File: src/rtl/assert_log_pkg.sv
// Shared types and default widths for the assertion failure logger.
package assert_log_pkg;

    localparam int unsigned ALOG_NUM_CHK_DEF   = 2;
    localparam int unsigned ALOG_TS_W_DEF      = 16;
    localparam int unsigned ALOG_CNT_W_DEF     = 16;
    localparam int unsigned ALOG_DEPTH_DEF     = 8;
    localparam int unsigned ALOG_MAX_FAILS_DEF = 4;

    typedef enum logic [1:0] {
        IDLE   = 2'd0,
        ARMED  = 2'd1,
        FAILED = 2'd2,
        HALTED = 2'd3
    } alog_state_e;

    // One failure record: timestamp of the failing sample and the sampled bits.
    typedef struct packed {
        logic [ALOG_TS_W_DEF-1:0]    ts;
        logic [ALOG_NUM_CHK_DEF-1:0] sig;
    } alog_rec_t;

    localparam int unsigned ALOG_REC_W = $bits(alog_rec_t);

endpackage

File: src/rtl/alog_fifo.sv
// First-word fall-through FIFO holding failure records; dout reads 0 while empty.
module alog_fifo
    import assert_log_pkg::*;
#(
    parameter int unsigned DEPTH = ALOG_DEPTH_DEF,
    parameter int unsigned W     = ALOG_REC_W
) (
    input  logic         clk,
    input  logic         rst_n,
    input  logic         clr,
    input  logic         push,
    input  logic         pop,
    input  logic [W-1:0] din,
    output logic [W-1:0] dout,
    output logic         full,
    output logic         empty
);

    localparam int unsigned AW = $clog2(DEPTH);
    localparam int unsigned CW = AW + 1;

    logic [W-1:0]  mem [DEPTH];
    logic [AW-1:0] wr_ptr;
    logic [AW-1:0] rd_ptr;
    logic [CW-1:0] count;
    logic          do_push_c;
    logic          do_pop_c;

    // A full FIFO still accepts a push when a pop frees a slot the same cycle.
    assign empty     = (count == '0);
    assign full      = (count == CW'(DEPTH));
    assign do_pop_c  = pop && !empty;
    assign do_push_c = push && (!full || do_pop_c);
    assign dout      = empty ? '0 : mem[rd_ptr];

    // Pointer and occupancy tracking.
    always_ff @(posedge clk or negedge rst_n) begin
        if (!rst_n) begin
            wr_ptr <= '0;
            rd_ptr <= '0;
            count  <= '0;
        end else if (clr) begin
            wr_ptr <= '0;
            rd_ptr <= '0;
            count  <= '0;
        end else begin
            if (do_push_c) wr_ptr <= wr_ptr + AW'(1);
            if (do_pop_c)  rd_ptr <= rd_ptr + AW'(1);
            case ({do_push_c, do_pop_c})
                2'b10:   count <= count + CW'(1);
                2'b01:   count <= count - CW'(1);
                default: count <= count;
            endcase
        end
    end

    // Record storage; contents are don't-care until pointed at by a valid entry.
    always_ff @(posedge clk) begin
        if (do_push_c && !clr) mem[wr_ptr] <= din;
    end

endmodule

File: src/rtl/assert_fail_logger.sv
// Counts pass/fail samples of an all-ones check and logs timestamped failures.
// Optional macro ALOG_HALT_EN: stop sampling once fail_cnt reaches MAX_FAILS.
module assert_fail_logger
    import assert_log_pkg::*;
#(
    parameter int unsigned NUM_CHK   = ALOG_NUM_CHK_DEF,
    parameter int unsigned TS_W      = ALOG_TS_W_DEF,
    parameter int unsigned CNT_W     = ALOG_CNT_W_DEF,
    parameter int unsigned DEPTH     = ALOG_DEPTH_DEF,
    parameter int unsigned MAX_FAILS = ALOG_MAX_FAILS_DEF
) (
    input  logic               clk,
    input  logic               rst_n,
    input  logic               clr,
    input  logic               chk_en,
    input  logic [NUM_CHK-1:0] sig,
    output logic [CNT_W-1:0]   pass_cnt,
    output logic [CNT_W-1:0]   fail_cnt,
    output logic               rec_valid,
    input  logic               rec_ready,
    output logic [TS_W-1:0]    rec_ts,
    output logic [NUM_CHK-1:0] rec_sig,
    output logic               overflow,
    output logic               any_fail,
    output logic [1:0]         state
);

    localparam int unsigned REC_W = TS_W + NUM_CHK;
    localparam int unsigned CW1   = CNT_W + 1;
`ifdef ALOG_HALT_EN
    localparam bit HALT_EN = 1'b1;
`else
    localparam bit HALT_EN = 1'b0;
`endif

    alog_state_e      state_q;
    alog_state_e      state_d;
    logic [TS_W-1:0]  ts_q;
    logic [REC_W-1:0] head;
    logic             fifo_full;
    logic             fifo_empty;
    logic             sample_c;
    logic             pass_c;
    logic             fail_c;
    logic             pop_c;
    logic             halt_hit_c;

    // Sample qualification: clr drops the sample, HALTED ignores chk_en.
    assign sample_c   = chk_en && !clr && (state_q != HALTED);
    assign pass_c     = sample_c && (&sig);
    assign fail_c     = sample_c && !(&sig);
    assign pop_c      = rec_ready && !fifo_empty && !clr;
    assign halt_hit_c = HALT_EN && fail_c &&
                        (({1'b0, fail_cnt} + CW1'(1)) >= CW1'(MAX_FAILS));

    assign rec_valid = !fifo_empty;
    assign rec_ts    = head[REC_W-1:NUM_CHK];
    assign rec_sig   = head[NUM_CHK-1:0];
    assign state     = state_q;

    // Timestamp, saturating counters and sticky flags.
    always_ff @(posedge clk or negedge rst_n) begin
        if (!rst_n) begin
            ts_q     <= '0;
            pass_cnt <= '0;
            fail_cnt <= '0;
            overflow <= 1'b0;
            any_fail <= 1'b0;
        end else if (clr) begin
            ts_q     <= '0;
            pass_cnt <= '0;
            fail_cnt <= '0;
            overflow <= 1'b0;
            any_fail <= 1'b0;
        end else begin
            ts_q <= ts_q + TS_W'(1);
            if (pass_c && (pass_cnt != '1)) pass_cnt <= pass_cnt + CNT_W'(1);
            if (fail_c && (fail_cnt != '1)) fail_cnt <= fail_cnt + CNT_W'(1);
            if (fail_c) any_fail <= 1'b1;
            if (fail_c && fifo_full && !pop_c) overflow <= 1'b1;
        end
    end

    // FSM state register.
    always_ff @(posedge clk or negedge rst_n) begin
        if (!rst_n) state_q <= IDLE;
        else        state_q <= state_d;
    end

    // FSM next state; a failing first sample goes straight to FAILED.
    always_comb begin
        state_d = state_q;
        case (state_q)
            IDLE:   if (sample_c) state_d = fail_c ? FAILED : ARMED;
            ARMED:  if (fail_c)   state_d = FAILED;
            FAILED: state_d = FAILED;
            HALTED: state_d = HALTED;
        endcase
        if (halt_hit_c) state_d = HALTED;
        if (clr)        state_d = IDLE;
    end

    // Failure record queue.
    alog_fifo #(
        .DEPTH (DEPTH),
        .W     (REC_W)
    ) u_fifo (
        .clk   (clk),
        .rst_n (rst_n),
        .clr   (clr),
        .push  (fail_c),
        .pop   (pop_c),
        .din   ({ts_q, sig}),
        .dout  (head),
        .full  (fifo_full),
        .empty (fifo_empty)
    );

endmodule

File: config.mk
export PLATFORM = sky130hd
export DESIGN_NAME = assert_fail_logger
export DESIGN_NICKNAME = d
export VERILOG_FILES = /design/src/rtl/assert_log_pkg.sv /design/src/rtl/alog_fifo.sv /design/src/rtl/assert_fail_logger.sv
export SDC_FILE = /design/constraint.sdc
export NUM_CORES = 1
export LEC_CHECK = 0
export ABC_AREA = 1
export BUFFER_PORTS_ARGS = -buffer_cell sky130_fd_sc_hd__buf_2
export CAP_MARGIN = 0
export CORE_MARGIN = 1.5
export CORE_UTILIZATION = 50
export DETAILED_ROUTE_END_ITERATION = 8
export PLACE_DENSITY_LB_ADDON = 0.3
export SLEW_MARGIN = 0
export SYNTH_ARGS = -nofsm -noshare
export SYNTH_HDL_FRONTEND = slang
export SYNTH_SLANG_ARGS = --single-unit
File: constraint.sdc
create_clock -name clk -period 4.5 [get_ports clk]
set_input_delay 0.225 -clock clk [delete_from_list [all_inputs] [get_ports clk]]
set_output_delay 0.225 -clock clk [all_outputs]
set_load 0.02 [all_outputs]
# Yosys cells after proc, flatten, opt, wreduce, memory -nomap -nowiden
# Memories as Yosys holds them, arrays and structs flattened.
# Index checks and enable logic that the tools add are counted.
# word_totals
register_bits,62
latchBits,0
ram_bits,144
rom_bits,0
wordCells,81
n_memories,1
# op_classes
addsub,7
n_mul,0
n_div,0
order_cmp,0
n_eq_ne,11
shifts,0
n_mux,23
n_bitwise,0
reduce_logical,30
# memory_table
name,depth,width,read_ports,rd_ports_with_merged_regs,wr,line_no,text
u_fifo.mem,8,18,1,0,1,alog_fifo.sv:22,logic [W-1:0] mem [DEPTH];
# ops
operator,n
$mux W16,5
$add A16 B1 Y16 const B,3
$ne A16 B16 Y1 const B,2
$mux W18,1
$logic_and A1 B1 Y1,13
$mux W3,4
$reduce_bool A2 Y1,6
$mux W2,4
$pmux W2 S4,1
$pmux W4 S2,1
$add A3 B1 Y3 const B,2
$eq A2 B2 Y1 const B,3
$mux W1,6
$ne A3 B3 Y1 const B,2
$logic_not A1 Y1,5
$add A4 B1 Y4 const B,1
$eq A2 B1 Y1 const B,2
$eq A4 B4 Y1 const B,1
$logic_not A4 Y1,1
$mux W4,1
$reduce_and A2 Y1,2
$sub A4 B1 Y4 const B,1
$reduce_bool A3 Y1,1
$logic_not A2 Y1,1
other kinds (2),2

# Logic depth before layout (Yosys ltp)
# Gate-level depths: netlist of run 1.
# logic_depth
word_depth,10
ltp_mapped,12
mapped_depth_nobuf,12

# Modules after synthesis
# Synthesis of run 1 repeated with hierarchy kept, for this count alone.
# hier_totals
hier_cells,940
hier_area_um2,9481.6
# modules_own_cells
module,instances,cells_per_inst,area_each_um2,seq_area_each_um2
alog_fifo,1,522,6369.9,4574.4
assert_fail_logger,1,418,3111.7,1301.2

# Worst setup path before layout of run 1
# Ideal clock, no wire load.
# synth_path
kind,flip-flop to flip-flop
from,reg state_q[0] (netlist: state[0])
to,"mem u_fifo.mem[0][0] in the netlist's numbering, enable pin"
setup_ns,0.392
arrival_time_ns,1.930
required_time_ns,4.108
path_slack_ns,2.178
stages_incl_launch_ff,8
n_path_buf,0
period_less_slack_ns,2.322
cell_sequence,dfrtp_1 -> nand2_1 -> nand3_2 -> nor2_4 -> nand2_1 -> inv_1 -> nand2_1 -> nor2_1
# synth_via
elab_chain_cells,7
# synth_rtl
item,line_no,text
from (decl),assert_fail_logger.sv:36,alog_state_e state_q;
from (signal assigned),assert_fail_logger.sv:87,else state_q <= state_d;
$ne A2 B2 Y1,assert_fail_logger.sv:49,assign sample_c = chk_en && !clr && (state_q != HALTED);
$logic_and A1 B1 Y1,assert_fail_logger.sv:49,
$logic_and A1 B1 Y1,assert_fail_logger.sv:51,assign fail_c = sample_c && !(&sig);
$logic_and A1 B1 Y1,alog_fifo.sv:33,assign do_push_c = push && (!full || do_pop_c);
$logic_and A1 B1 Y1,alog_fifo.sv:59,if (do_push_c && !clr) mem[wr_ptr] <= din;
$mux W1,alog_fifo.sv:59,
$mux W1 (not written as such),alog_fifo.sv:59,
to (decl),alog_fifo.sv:22,
# Every way passes these cells.

# Worst setup path in the final report of run 1
# layout_path
from,reg u_fifo.rd_ptr[1]
to,out rec_ts[10]
# layout_via
elab_chain_cells,2
# layout_rtl
item,line_no,text
from (decl),alog_fifo.sv:24,logic [AW-1:0] rd_ptr;
from (signal assigned),alog_fifo.sv:48,if (do_pop_c) rd_ptr <= rd_ptr + AW'(1);
$mem_v2 Z8 W18,-,
$mux W18,alog_fifo.sv:34,assign dout = empty ? '0 : mem[rd_ptr];
to (decl),assert_fail_logger.sv:21,"output logic [TS_W-1:0] rec_ts,"
# Every way passes these cells.

==> results of run 1 <==
## worst reg2reg max path, cell delays in order, from the launching register on
cell and delay, ns:
dfrtp_1 0.41, nor2_1 0.09, nand2_1 0.52, nand3_2 0.27, nand2_1 0.12, nand2_1 0.07
inv_1 0.12, nand2_1 0.17, nor2_2 0.85
## worst paths after layout
path / start / endpoint / slack (ns) / cells past startpoint
hold reg to reg: fail_cnt[7]$_DFFE_PN0P_ / fail_cnt[7]$_DFFE_PN0P_ / 0.51 / 1
setup / recovery: u_fifo.rd_ptr[1]$_DFFE_PN0P_ / rec_ts[10] / 0.96 / 7
min in group asynchronous: rst_n / pass_cnt[1]$_DFFE_PN0P_ / 0.42 / 3
max in group asynchronous: rst_n / u_fifo.rd_ptr[0]$_DFFE_PN0P_ / 3.49 / 3
setup reg to reg: u_fifo.count[1]$_DFFE_PN0P_ / u_fifo.mem[1][8]$_DFFE_PP_ / 1.49 / 8
hold / removal: sig[1] / u_fifo.mem[6][1]$_DFFE_PP_ / 0.07 / 1
## sequential cells by signal (all words and copies together), names as in the netlist
register,flops
overflow,1
u_fifo.mem,144
state,2
u_fifo.rd_ptr,3
ts_q,16
fail_cnt,16
u_fifo.count,4
u_fifo.wr_ptr,3
any_fail,1
pass_cnt,16
## through the flow
step / setup WS, ns / power, mW / std cells / hold slack (ns) / util, %
2_1_floorplan: 2.18 / 3.08 / 847 / -0.0706 / -
3_3_place_gp: 1.40 / 3.48 / 1101 / 0.443 / 54.1
3_5_place_dp: 1.30 / 3.50 / 1101 / 0.453 / 54.1
4_1_cts: 0.984 / 5.41 / 1142 / 0.0629 / 58.8
5_1_grt: 0.644 / 5.64 / 1142 / 0.0665 / 58.8
6_report: 0.955 / 5.38 / 1142 / 0.0670 / 58.8
## logic make-up (layout without fill, tap and decap cells)
kind of cell / Yosys count / after routing / synth area share [%]
simple gates: 335 / 335 / 15.8
flops: 206 / 206 / 66.2
compound gates: 195 / 195 / 11.9
buf+inv: 92 / 162 / 3.98
xor+xnor: 12 / 12 / 1.18
fa+ha+maj: 7 / 7 / 0.987
## layout make-up
| type | instances | area (µm²) | area share [%] |
|---|---|---|---|
| Inverter | 57 | 214 | 2.11 |
| Timing Repair Buffer | 65 | 338 | 3.32 |
| Clock inverter | 6 | 80.1 | 0.788 |
| Sequential cell | 206 | 5880 | 57.8 |
| Tap cell | 225 | 282 | 2.77 |
| Clock buffer | 34 | 708 | 6.97 |
| Multi-Input combinational cell | 549 | 2670 | 26.2 |
## report_power, final
group	internal [mW]	total (mW)	switching [mW]	leakage, nW
clock	1.20	1.90	0.708	0.394
combinational	0.381	1.33	0.947	1.42
sequential	2.09	2.15	0.0534	2.24
## cell usage in the layout, fill, tap and decap left out, types with 8 or more instances in the layout
cell type,instances
a21oi_1,21
a31oi_1,20
buf_2,61
clkbuf_16,24
dfrtp_1,61
edfxtp_1,144
inv_1,51
nand2_1,98
nand3_1,31
nand4_1,8
nor2_1,154
nor2_2,9
nor3_1,23
o21ai_0,122
o22ai_1,18
xor2_1,11
## per-layer routing
metal / up-vias / global-route usage [%] / share of wire, %
li1: 3073 / - / -
met3: 20 / 2.98 / 6.5
met2: 214 / 34.8 / 47
met1: 3035 / 31.4 / 45
met5: - / 0 / 0
met4: 0 / 5.26 / 1.2
## what timing repair did
action | 4_1_cts | 5_1_grt
hold endpoints to repair | 62 | 0
hold buffers | 1 | 0
gates resized for setup | 0 | 0
==> results.cfg, run 1 <==
[power_and_ir_drop]
cellLeakagePower_nw = 4.06
powerDensity_mw_per_mm2 = 529
irDropWorstVdd_mv = 0.275

[sta]
fin_skew_ns = 0.00854
period_minus_slack_ns = 3.54
drv_slew = 0
fin_setup_tns_ns = 0
max_freq_mhz = 282
rsz0062_at_grt = false
fin_crit_sh_pct = 78.8
slew_headroom_pct = 21.5
timing_hold_violations_final = 0
worst_pin_slew_ns = 1.18
finalSetupViolCount = 0

[routing]
viasPerCell = 5.55
vias = 6342
drt-initial-drc-count = 515
finalWirelength_mm = 19.8
wl_per_cell_um = 17.3
antenna_left = 0
dr.pass1.iters = 5
drc = 0

[finish]
syn_to_final_growth_pct = 14.5
nets = 915
drive_gt1_share_pct = 13.6
fillers = 1435
fin_area_mm2 = 0.0102
diodes = 0

[synth]
synth_edf_count = 144
async_reset_ff_share_pct = 30.1
syn_inst = 847
ys_ff_latch = 206
yosysMostFrequentCell = nor2_1
synth_area_leaders = edfxtp_1, dfrtp_1, o21ai_0, nor2_1, nand2_1
ys_seq_area_share_pct = 66.2
synth_top_area_share_pct = 48.7
synth.distinct_cells = 36
syn-cell-area_mm2 = 0.00887
ys.flop_type = edfxtp_1
yosysTopAreaCell = edfxtp_1
postSynthAreaPerCell_um2 = 10.5
yosysWarningCount = 0
syn_nets = 861
netlist_top_cells_count = nor2_1, edfxtp_1, o21ai_0, nand2_1, dfrtp_1

[die]
fp.dieW_um = 136
ios = 62
die_area_mm2 = 0.0186
row_count = 48
coreArea_mm2 = 0.0173
fp.dieH_um = 136
start_util_pct = 51.3

[critical_path]
cp_max_fo = 39
cp-start-kind = flop
arrival_ns = 3.32
cp_common_cell = o21ai_0
cp_slowest_cell = clkinv_1
crit_buf_inv = 3
max_stage_delay_ns = 0.98
critPathRequiredTime_ns = 4.28
path_class = reg2out
crit_chain = buf_4 > clkinv_1 > o21ai_0 > o22ai_1 > o21ai_0 > a31oi_1 > buf_2
crit_family = buffers and inverters
crit_path_end_kind = output port

[global_routing]
grt_pass1_vias = 5966
grt_antenna_before_repair = 0
grt_max_degree = 76
gr-total-overflow = 0
grt.total_usage_pct = 21.6
grt_pass1_wl_mm = 31.0

[place]
finalWeightedCongestion = 0.814
placedInstanceArea_mm2 = 0.00937
portBuffers = 61
dp_hpwl_mm = 12.1

[min_path]
hold_class = in2reg

[cts]
post_cts_buffers = 0
clk_latency_ns = 0.50
cts_num_sinks = 206
cts-htree-levels = 1
cts_tree = yes
clk_pin_slew_ns = 0.06
clockBufferDepth = 3
root_buffer = clkbuf_16
cts_buffers = 22

[flow_run]
max_cap_viol_count = 0

[run_status]
status = complete, no violations
Power figures use the tool's default switching activity.
==> run 2, diff against run 1 <==
==> constraint.sdc (replaced) <==
create_clock -name clk -period 3.1 [get_ports clk]
set_input_delay 0.155 -clock clk [delete_from_list [all_inputs] [get_ports clk]]
set_output_delay 0.155 -clock clk [all_outputs]
set_load 0.02 [all_outputs]
==> run 2 against run 1 <==
Net effect: combinational power grew 47%; global-route usage is 0.099 points higher; clock power is 22% higher; wire length decreased by 0.40%; sequential share of layout area rose by 0.093 points; flip-flop and latch count unchanged; via count grew 3.2%; first-iteration DRC count down 0.78%; cell count up 1.2%; sequential power rose by 44%; power is 37% higher; critical endpoint is now rec_ts[3].
==> results.cfg, run 2 (synthesis results as in run 1) <==
[cts]
cts_buffers = 21
cts_num_sinks = 206
clk_latency_ns = 0.49
cts-htree-levels = 1
post_cts_buffers = 0
cts_resized = 0
cts_tree = yes
clockBufferDepth = 3
clk_pin_slew_ns = 0.06
root_buffer = clkbuf_16

[global_routing]
grt_pass1_vias = 6171
grt_max_degree = 76
gr-total-overflow = 0
grt_pass1_wl_mm = 31.7
grt_antenna_before_repair = 0
use_met3_pct = 2.83
grt.total_usage_pct = 21.7
globalRouteMet2Util_pct = 34.5
met1_usage_pct = 32.0
grt-busiest-layer = met2

[finish]
instances_no_fill = 1156
largest_register_ffs = 144
regMostFlops = u_fifo.mem
drive_gt1_share_pct = 13.9
final_cell_mix = nor2_1, edfxtp_1, o21ai_0
syn_to_final_growth_pct = 14.4
fin_util_pct = 58.7
fillers = 1402
diodes = 0
final_common_cell = nor2_1
nets = 932

[die]
ios = 62
start_util_pct = 51.3
row_count = 48
fp.dieW_um = 136
fp.dieH_um = 136
die_area_mm2 = 0.0186
coreArea_mm2 = 0.0173

[critical_path]
max_stage_delay_ns = 0.61
critical_path_depth = 6
path_class = reg2out
rr_worst_depth = 8
critPathRequiredTime_ns = 2.94
crit_chain = clkinv_1 > buf_4 > nor2_1 > o21ai_0 > a31oi_1 > buf_2
crit_path_end_kind = output port
crit_buf_inv = 3
cp_max_fo = 26
crit_family = buffers and inverters
cp_slowest_cell = clkinv_1
cp-start-kind = flop
arrival_ns = 2.54

[sta]
drv_slew = 0
worst_pin_slew_ns = 0.998
rsz0062_at_grt = false
fin_crit_sh_pct = 86.9
period_minus_slack_ns = 2.69
timing_hold_violations_final = 0
fin_setup_tns_ns = 0
max_freq_mhz = 371
fin_skew_ns = 0.0118
slew_headroom_pct = 33.5
finalSetupViolCount = 0

[routing]
viasPerCell = 5.66
dr.pass1.iters = 5
antenna_left = 0
drt-initial-drc-count = 511
vias = 6542
wl_per_cell_um = 17.0
finalWirelength_mm = 19.7
drc = 0

[place]
finalWeightedCongestion = 0.816
dp_cells = 1116
dp_hpwl_mm = 12.1
portBuffers = 61

[min_path]
hold_class = in2reg
min_path_cells = 3

[power_and_ir_drop]
cellLeakagePower_nw = 4.05
p_total_mw = 7.36
irDropWorstVdd_mv = 0.447
powerDensity_mw_per_mm2 = 726

[run_status]
status = complete, no violations

[flow_run]
max_cap_viol_count = 0
## run 2: changes by cell type in the layout (fill, tap and decap cells not counted)
cell and delta:
bufinv_16 -1, buf_12 +1, inv_6 +1, clkinv_2 -1, dlygate4sd3_1 +3, clkbuf_8 -7
clkinv_1 +5, clkbuf_16 -3, buf_4 +14, clkbuf_1 +2
## run 2: routing by layer
layer,vias to the layer above,routed length [µm]
met3,25,1320
met2,230,9100
li1,3104,-
met5,-,0
met1,3183,8980
met4,0,285
## run 2: final cells by class
type | instances | area (µm²) | share of cell area, %
tap | 225 | 282 | 2.77
clock inverter | 10 | 72.6 | 0.715
clock buffer | 26 | 544 | 5.36
inverter | 57 | 214 | 2.11
timing repair buffer | 83 | 493 | 4.86
sequential | 206 | 5880 | 57.9
multi-input combinational | 549 | 2670 | 26.3
## run 2: path summary, 6_finish.rpt
path / startpoint / to / slack (ns)
setup reg to reg: state[0]$_DFFE_PN0P_ / u_fifo.mem[4][10]$_DFFE_PP_ / 0.85
setup / recovery: u_fifo.rd_ptr[1]$_DFFE_PN0P_ / rec_ts[3] / 0.41
max in group asynchronous: rst_n / u_fifo.count[3]$_DFFE_PN0P_ / 1.90
hold reg to reg: any_fail$_DFFE_PN0P_ / any_fail$_DFFE_PN0P_ / 0.50
min in group asynchronous: rst_n / pass_cnt[7]$_DFFE_PN0P_ / 0.38
hold / removal: chk_en / any_fail$_DFFE_PN0P_ / 0.07
## run 2: worst min-delay path, cell delays in order
cell	delay, ns
buf_2	0.12
nand4_1	0.19
nand2_1	0.07
## run 2: repair_timing
| action | CTS | global route |
|---|---|---|
| hold buffers | 4 | 0 |
| hold endpoints to repair | 61 | 0 |
| endpoints found under the setup margin | 0 | 0 |
## run 2: power breakdown
group	internal, mW	total (mW)	switching (mW)
clock network	1.32	2.31	0.981
registers	3.03	3.10	0.0725
logic	0.597	1.95	1.36
total	4.95	7.36	2.41
## run 2: through the flow
stage          setup WS [ns]  hold slack (ns)  instance area, µm²
6_report               0.405           0.0702               10100
3_3_place_gp           0.899            0.383                9490
2_1_floorplan          0.778           -0.141                8870
5_1_grt                0.192           0.0569               10100
3_5_place_dp           0.805            0.384                9490
4_1_cts                0.381           0.0358               10100
